`src/rtl/alu_arbiter.sv`:
```
// Two-requester round-robin front end for the shared 8-bit ALU.
// Issue stage (p0) drives the ALU; response stage (p1) captures its result under backpressure.
module alu_arbiter #(
    parameter int NUM_CMDS = 10,
    parameter int DATA_W   = 8
) (
    input  logic              clk,
    input  logic              rst_n,

    input  logic              req0_valid,
    output logic              req0_ready,
    input  logic [3:0]        req0_cmd,
    input  logic [DATA_W-1:0] req0_a,
    input  logic [DATA_W-1:0] req0_b,

    input  logic              req1_valid,
    output logic              req1_ready,
    input  logic [3:0]        req1_cmd,
    input  logic [DATA_W-1:0] req1_a,
    input  logic [DATA_W-1:0] req1_b,

    output logic [3:0]        alu_cmd,
    output logic [DATA_W-1:0] alu_a,
    output logic [DATA_W-1:0] alu_b,
    input  logic [DATA_W-1:0] alu_rslt,
    input  logic              alu_flag,

    output logic              resp_valid,
    input  logic              resp_ready,
    output logic              resp_id,
    output logic [DATA_W-1:0] resp_rslt,
    output logic              resp_flag,
    output logic              resp_err
);

    function automatic logic is_illegal(input logic [3:0] cmd);
        return int'(cmd) >= NUM_CMDS;
    endfunction

    function automatic logic [DATA_W-1:0] mask_rslt(input logic err, input logic [DATA_W-1:0] r);
        return err ? '0 : r;
    endfunction

    logic              rsp_load, iss_load;
    logic              win0, win1, hs0, hs1;
    logic              last_grant_q, last_grant_d;

    logic              vld_p0_q, vld_p0_d;
    logic              id_p0_q, id_p0_d;
    logic [3:0]        cmd_p0_q, cmd_p0_d;
    logic [DATA_W-1:0] a_p0_q, a_p0_d;
    logic [DATA_W-1:0] b_p0_q, b_p0_d;
    logic              err_p0;

    logic              vld_p1_q, vld_p1_d;
    logic              id_p1_q, id_p1_d;
    logic [DATA_W-1:0] rslt_p1_q, rslt_p1_d;
    logic              flag_p1_q, flag_p1_d;
    logic              err_p1_q, err_p1_d;

    // Arbitration: the loser's payload never reaches the ready path.
    always_comb begin
        rsp_load   = !vld_p1_q || resp_ready;
        iss_load   = !vld_p0_q || rsp_load;
        win0       = req0_valid && (!req1_valid || last_grant_q);
        win1       = req1_valid && (!req0_valid || !last_grant_q);
        req0_ready = rst_n && win0 && iss_load;
        req1_ready = rst_n && win1 && iss_load;
        hs0        = req0_valid && req0_ready;
        hs1        = req1_valid && req1_ready;
    end

    // Stage p0: issue register
    always_comb begin
        vld_p0_d     = vld_p0_q;
        id_p0_d      = id_p0_q;
        cmd_p0_d     = cmd_p0_q;
        a_p0_d       = a_p0_q;
        b_p0_d       = b_p0_q;
        last_grant_d = last_grant_q;
        if (iss_load) begin
            vld_p0_d = hs0 || hs1;
            id_p0_d  = hs1;
            cmd_p0_d = hs1 ? req1_cmd : req0_cmd;
            a_p0_d   = hs1 ? req1_a   : req0_a;
            b_p0_d   = hs1 ? req1_b   : req0_b;
        end
        if (hs0) begin
            last_grant_d = 1'b0;
        end else if (hs1) begin
            last_grant_d = 1'b1;
        end
    end

    assign err_p0  = is_illegal(cmd_p0_q);
    assign alu_cmd = vld_p0_q ? cmd_p0_q : 4'd0;
    assign alu_a   = vld_p0_q ? a_p0_q   : '0;
    assign alu_b   = vld_p0_q ? b_p0_q   : '0;

    // Stage p1: response register
    always_comb begin
        vld_p1_d  = vld_p1_q;
        id_p1_d   = id_p1_q;
        rslt_p1_d = rslt_p1_q;
        flag_p1_d = flag_p1_q;
        err_p1_d  = err_p1_q;
        if (rsp_load) begin
            vld_p1_d = vld_p0_q;
            if (vld_p0_q) begin
                id_p1_d   = id_p0_q;
                err_p1_d  = err_p0;
                rslt_p1_d = mask_rslt(err_p0, alu_rslt);
                flag_p1_d = !err_p0 && alu_flag;
            end
        end
    end

    always_ff @(posedge clk or negedge rst_n) begin
        if (!rst_n) begin
            last_grant_q <= 1'b1;
            vld_p0_q     <= 1'b0;
            id_p0_q      <= 1'b0;
            vld_p1_q     <= 1'b0;
            id_p1_q      <= 1'b0;
            rslt_p1_q    <= '0;
            flag_p1_q    <= 1'b0;
            err_p1_q     <= 1'b0;
        end else begin
            last_grant_q <= last_grant_d;
            vld_p0_q     <= vld_p0_d;
            id_p0_q      <= id_p0_d;
            vld_p1_q     <= vld_p1_d;
            id_p1_q      <= id_p1_d;
            rslt_p1_q    <= rslt_p1_d;
            flag_p1_q    <= flag_p1_d;
            err_p1_q     <= err_p1_d;
        end
    end

    // Issue payload is only observed while vld_p0_q is set, so it needs no reset.
    always_ff @(posedge clk) begin
        cmd_p0_q <= cmd_p0_d;
        a_p0_q   <= a_p0_d;
        b_p0_q   <= b_p0_d;
    end

    assign resp_valid = vld_p1_q;
    assign resp_id    = id_p1_q;
    assign resp_rslt  = rslt_p1_q;
    assign resp_flag  = flag_p1_q;
    assign resp_err   = err_p1_q;

endmodule

```
`config.mk`:
```
export PLATFORM = sky130hd
export DESIGN_NAME = alu_arbiter
export DESIGN_NICKNAME = d
export VERILOG_FILES = /design/src/rtl/alu_arbiter.sv
export SDC_FILE = /design/constraint.sdc
export NUM_CORES = 1
export LEC_CHECK = 0
export CAP_MARGIN = 20
export CORE_MARGIN = 2
export CORE_UTILIZATION = 42
export CTS_BUF_LIST = sky130_fd_sc_hd__clkbuf_8 sky130_fd_sc_hd__clkbuf_16
export DETAILED_ROUTE_END_ITERATION = 16
export HOLD_SLACK_MARGIN = 0.08
export PLACE_DENSITY = 0.87
export SYNTH_ARGS = -nofsm -noshare
export SYNTH_HDL_FRONTEND = slang
export SYNTH_SLANG_ARGS = --single-unit
```
`constraint.sdc`:
```
create_clock -name clk -period 2.9 [get_ports clk]
set_clock_uncertainty 0.15 [all_clocks]
set_input_delay 0.58 -clock clk [delete_from_list [all_inputs] [get_ports clk]]
set_output_delay 0.58 -clock clk [all_outputs]
set_load 0.01 [all_outputs]
```
# Yosys cells after proc, flatten, opt, wreduce, memory -nomap -nowiden
# Index checks and enable logic that the tools add are counted.
# W data, S select, Z words.
# op_classes
reduce_logical	22
n_mux	9
magnitude_cmp	1
# ops
cell	n
$mux W8	5
$logic_and A1 B1 Y1	9
$mux W4	2
$logic_not A1 Y1	6
$logic_or A1 B1 Y1	5
$ge A4 B4 Y1 const B	1
$mux W1	2
$reduce_and A2 Y1	1
$reduce_bool A2 Y1	1
# word_totals
elab_cells	43
regBits	35
inputBits	54
output_inout_bits	34

# Longest topological paths before layout
# logic_depth
depth_word	8
ltp_mapped	4

# Least setup slack after synthesis
# No wires, ideal clock.
# synth_timing
kind	input to output
start	in resp_ready
end	out req1_ready
path_stages	4
arrival_ns	1.347
slack_ns	0.823
path_cell_list	nand3b_4 nand4_4 buf_6 inv_1
# synth_via
elab_chain_len	3
# synth_lines
item	line_no	text
start: declaration	29	input logic resp_ready,
$logic_or A1 B1 Y1	63	rsp_load = !vld_p1_q || resp_ready;
$logic_or A1 B1 Y1	64	iss_load = !vld_p0_q || rsp_load;
$logic_and A1 B1 Y1	68	req1_ready = rst_n && win1 && iss_load;
end: declaration	17	output logic req1_ready,
# No other way between the ends.

# Worst setup path in the final report
# layout_timing
start	in resp_ready
end	out req0_ready
# layout_via
elab_chain_len	3
# layout_lines
item	line_no	text
$logic_or A1 B1 Y1	63	
$logic_or A1 B1 Y1	64	
via iss_load	44	logic rsp_load, iss_load;
$logic_and A1 B1 Y1	67	req0_ready = rst_n && win0 && iss_load;
end: declaration	11	output logic req0_ready,
# The timed path passes the listed nets, and every way through them passes these cells.

==> metrics.txt <==
# TYPE chip_impl_metric gauge
chip_impl_metric{name="synth_xor_area_share",unit="%"} 0
chip_impl_metric{name="gr-usage-all-layers",unit="%"} 18.61
chip_impl_info{name="critPathMostFrequentCell",value="sky130_fd_sc_hd__clkdlybuf4s50_1"} 1
chip_impl_metric{name="max_freq",unit="MHz"} 361.6
chip_impl_metric{name="slew_violations",unit=""} 0
chip_impl_metric{name="place_hpwl",unit="µm"} 2998
chip_impl_info{name="crit_family",value="buffers and inverters"} 1
chip_impl_metric{name="detail_route.vias_per_cell",unit=""} 4.736
chip_impl_info{name="worstReg2RegStart",value="vld_p0_q"} 1
chip_impl_metric{name="layout.cell_area.non_filler",unit="µm²"} 2690
chip_impl_metric{name="antenna-diode-count",unit=""} 0
chip_impl_metric{name="amount_of_wire_on_met3_after_detailed_routing",unit="µm"} 294
chip_impl_info{name="worst-setup-path-type",value="in -> out"} 1
chip_impl_info{name="critical_path.reg2reg.endpoint",value="b_p0_q[7]"} 1
chip_impl_metric{name="final_wtd_congestion",unit=""} 0.7940
chip_impl_metric{name="buffer_ports.inserted",unit=""} 87
chip_impl_metric{name="die_area",unit="µm²"} 4453
chip_impl_metric{name="power_density",unit="nW/µm²"} 520.2
chip_impl_metric{name="m1WireLength",unit="µm"} 1359
chip_impl_metric{name="period_needed",unit="ps"} 2766
chip_impl_metric{name="die_height",unit="µm"} 66.73
chip_impl_metric{name="met2RoutedLength",unit="µm"} 1980
chip_impl_info{name="crit_path_cell_trace",value="clkdlybuf4s50_1 > nand3b_4 > nand3_1 > a21oi_1 > clkdlybuf4s50_1"} 1
chip_impl_info{name="master_cell_of_the_clock_root_buffer",value="sky130_fd_sc_hd__clkbuf_8"} 1
chip_impl_metric{name="detail_route.wl_per_cell",unit="µm"} 14.75
chip_impl_metric{name="area_of_the_core_region",unit="µm²"} 3716
chip_impl_metric{name="num-nets-final",unit=""} 259
chip_impl_metric{name="routed_wirelength",unit="µm"} 3747
chip_impl_metric{name="clock_latency",unit="ps"} 290
chip_impl_metric{name="cts_setup_buffers",unit=""} 0
chip_impl_metric{name="initial_core_util",unit="%"} 44.48
chip_impl_info{name="tritoncts",value="done"} 1
chip_impl_metric{name="register_to_register_path_setup_slack",unit="ps"} 710
chip_impl_metric{name="clock_pin_transition_on_the_worst_setup_and_hold_timing_paths",unit="ps"} 60
chip_impl_info{name="most-common-layout-cells",value="86 x sky130_fd_sc_hd__clkdlybuf4s50_1, 20 x sky130_fd_sc_hd__and2_1, 20 x sky130_fd_sc_hd__edfxtp_1"} 1
chip_impl_metric{name="yosys_register_bits",unit=""} 35
chip_impl_metric{name="worst_pin_slew",unit="ps"} 646.5
chip_impl_metric{name="grt_max_degree",unit=""} 26
chip_impl_info{name="layout.cells.most_common",value="sky130_fd_sc_hd__clkdlybuf4s50_1"} 1
chip_impl_metric{name="rows",unit=""} 22
chip_impl_info{name="synthTopCellsByArea",value="sky130_fd_sc_hd__edfxtp_1 36%, sky130_fd_sc_hd__dfrtp_1 21%, sky130_fd_sc_hd__mux2_4 16%"} 1
chip_impl_metric{name="syn-instance-count",unit=""} 110
chip_impl_metric{name="finalSetupViolations",unit=""} 0
chip_impl_metric{name="period_share",unit="%"} 95.37
chip_impl_metric{name="cts_made_buffers",unit=""} 5
chip_impl_metric{name="dpl_cell_area",unit="µm²"} 2586
chip_impl_metric{name="worst_reg2reg_path_depth",unit=""} 4
chip_impl_metric{name="leakage_dissipation",unit="µW"} 0.001150
chip_impl_info{name="crit_path_start_kind",value="input pin"} 1
chip_impl_metric{name="max_fo_critical_path",unit=""} 5
chip_impl_metric{name="drt-pass1-iter-count",unit=""} 4
chip_impl_metric{name="globalRouteOverflowTotal",unit=""} 0
chip_impl_metric{name="starting_drt_drc_count",unit=""} 43
chip_impl_metric{name="cts-htree-levels",unit=""} 2
chip_impl_metric{name="worstPathRequired",unit="ps"} 2170
chip_impl_metric{name="total_power",unit="µW"} 1399
chip_impl_metric{name="yosysTopAreaCellShare",unit="%"} 36.34
chip_impl_metric{name="finalSetupTns",unit="ps"} 0
chip_impl_metric{name="floorplan.io_pins",unit=""} 88
chip_impl_metric{name="antenna_violating_nets_post_route",unit=""} 0
chip_impl_metric{name="synth_warnings",unit=""} 0
chip_impl_metric{name="grt_first_pass_wirelength",unit="µm"} 5947
chip_impl_metric{name="synth_compound_area_share",unit="%"} 7.267
chip_impl_metric{name="cpPeakStageDelay",unit="ps"} 550
chip_impl_metric{name="syn_nets",unit=""} 164
chip_impl_metric{name="synth.distinct_cells",unit=""} 22
chip_impl_metric{name="cts_buffer_depth",unit=""} 2
chip_impl_metric{name="cp_num_buf_inv",unit=""} 2
chip_impl_info{name="worst_path_max_delay_cell",value="sky130_fd_sc_hd__clkdlybuf4s50_1"} 1
chip_impl_info{name="netlist.top_cell.by_area",value="sky130_fd_sc_hd__edfxtp_1"} 1
chip_impl_metric{name="synthSimpleGateAreaFrac",unit="%"} 12.41
chip_impl_metric{name="adder_and_majority_cell_fraction_of_the_synthesized_area",unit="%"} 0
chip_impl_info{name="crit_path_end_kind",value="output port"} 1
chip_impl_metric{name="worstPathArrival",unit="ps"} 2040
chip_impl_metric{name="layout-area-overhead-vs-synth",unit="%"} 62.76
chip_impl_info{name="rsz0062_at_grt",value="no"} 1
chip_impl_metric{name="grt_antenna_before_repair",unit=""} 0
chip_impl_metric{name="timing.max_cap.violations",unit=""} 0
chip_impl_metric{name="share_of_cell_area_taken_by_muxes_after_synthesis",unit="%"} 18.40
chip_impl_metric{name="timing.final.hold_violations",unit=""} 0
chip_impl_metric{name="final_layout_size_suffix_gt1_share",unit="%"} 17.96
chip_impl_metric{name="via_count_of_the_first_global_routing_pass",unit=""} 1250
chip_impl_info{name="highest_metal_used",value="met4"} 1
chip_impl_metric{name="avgSynthCellArea",unit="µm²"} 15.03
chip_impl_metric{name="detail_route.drc_violations",unit=""} 0
chip_impl_info{name="outcome",value="finished, final reports clean"} 1
chip_impl_metric{name="dieWidth",unit="µm"} 66.73
chip_impl_metric{name="synth.cell_area",unit="µm²"} 1653
chip_impl_info{name="largest_family_of_logic_cells_by_synthesized_area",value="multiplexers"} 1
chip_impl_metric{name="vias",unit=""} 1203
chip_impl_metric{name="timing.max_slew.rel_slack",unit="%"} 56.90
chip_impl_metric{name="yosysSeqAreaShare",unit="%"} 59.12
chip_impl_metric{name="cts_num_sinks",unit=""} 35
chip_impl_metric{name="worst_ir_drop_vdd",unit="µV"} 251.2
chip_impl_info{name="min_path_type",value="in -> async"} 1
-- sequential cells by signal, summed over array words and instances (netlist names), 4 cells and up --
signal,flops
a_p0_q,8
b_p0_q,8
cmd_p0_q,4
resp_rslt,8
-- layer usage --
layer	track usage, %	vias to the layer above
met4	9.439	0
met2	33.13	51
met1	19.19	554
met5	0	-
met3	6.419	11
li1	-	587
-- synthesized netlist by cell type --
master and n:
sky130_fd_sc_hd__a21oi_1 2, sky130_fd_sc_hd__a22o_1 9, sky130_fd_sc_hd__a31o_2 1, sky130_fd_sc_hd__and2_1 20, sky130_fd_sc_hd__and3_1 1, sky130_fd_sc_hd__buf_2 1, sky130_fd_sc_hd__buf_6 2, sky130_fd_sc_hd__clkbuf_1 2
sky130_fd_sc_hd__dfrtp_1 14, sky130_fd_sc_hd__dfstp_2 1, sky130_fd_sc_hd__edfxtp_1 20, sky130_fd_sc_hd__inv_1 3, sky130_fd_sc_hd__mux2_2 3, sky130_fd_sc_hd__mux2_4 18, sky130_fd_sc_hd__nand2_1 3, sky130_fd_sc_hd__nand2b_1 2
sky130_fd_sc_hd__nand3_1 1, sky130_fd_sc_hd__nand3b_4 1, sky130_fd_sc_hd__nand4_4 1, sky130_fd_sc_hd__nor2_1 1, sky130_fd_sc_hd__o21a_1 1, sky130_fd_sc_hd__o21ai_0 3
-- logic make-up after synthesis --
logic type             Yosys count
and+or+nand+nor                 30
DFF                             35
AOI/OAI and AO/OA               16
buffers and inverters            8
muxes                           21
-- area by class of cell --
| class | instances | area [µm²] |
|---|---|---|
| fill | 271 | 1026 |
| sequential | 35 | 977.2 |
| timing repair buffer | 93 | 920.9 |
| multi-input combinational | 67 | 629.4 |
| clock buffer | 6 | 82.58 |
| tap | 48 | 60.06 |
| inverter | 3 | 11.26 |
| clock inverter | 2 | 8.758 |
-- worst max-delay path by stage --
stage	slack, ps	from	depth (start not counted)	to
global placement	140	resp_ready	5	req0_ready
finish	130	resp_ready	5	req0_ready
global route	30	resp_ready	5	req0_ready
CTS	120	rst_n	4	req0_ready
floorplan	820	resp_ready	4	req1_ready
detailed placement	130	rst_n	4	req0_ready
-- power breakdown --
part	internal [µW]	switching [µW]	total, µW	leakage (µW)
combinational	261	141	401	0.000704
sequential	610	39.6	649	0.000394
clock	188	161	349	0.0000524
-- what timing repair did --
| item | 4_1_cts | 5_1_grt |
|---|---|---|
| endpoints found under the hold margin | 0 | 2 |
| hold buffers | 0 | 1 |
| gates resized for setup | 0 | 1 |
| endpoints found under the setup margin | 0 | 1 |
-- metrics by stage --
stage / util [%] / setup WS (ps) / hold WS, ps / instances
2_1_floorplan: - / 823.1 / 134.4 / 110
3_5_place_dp: 69.60 / 131.5 / 341.5 / 245
3_3_place_gp: 69.60 / 139.5 / 332.4 / 245
5_1_grt: 72.39 / 34.00 / 229.2 / 254
4_1_cts: 72.05 / 123.3 / 361.9 / 253
6_report: 72.39 / 134.3 / 219.8 / 254
Power figures use the tool's default switching activity.
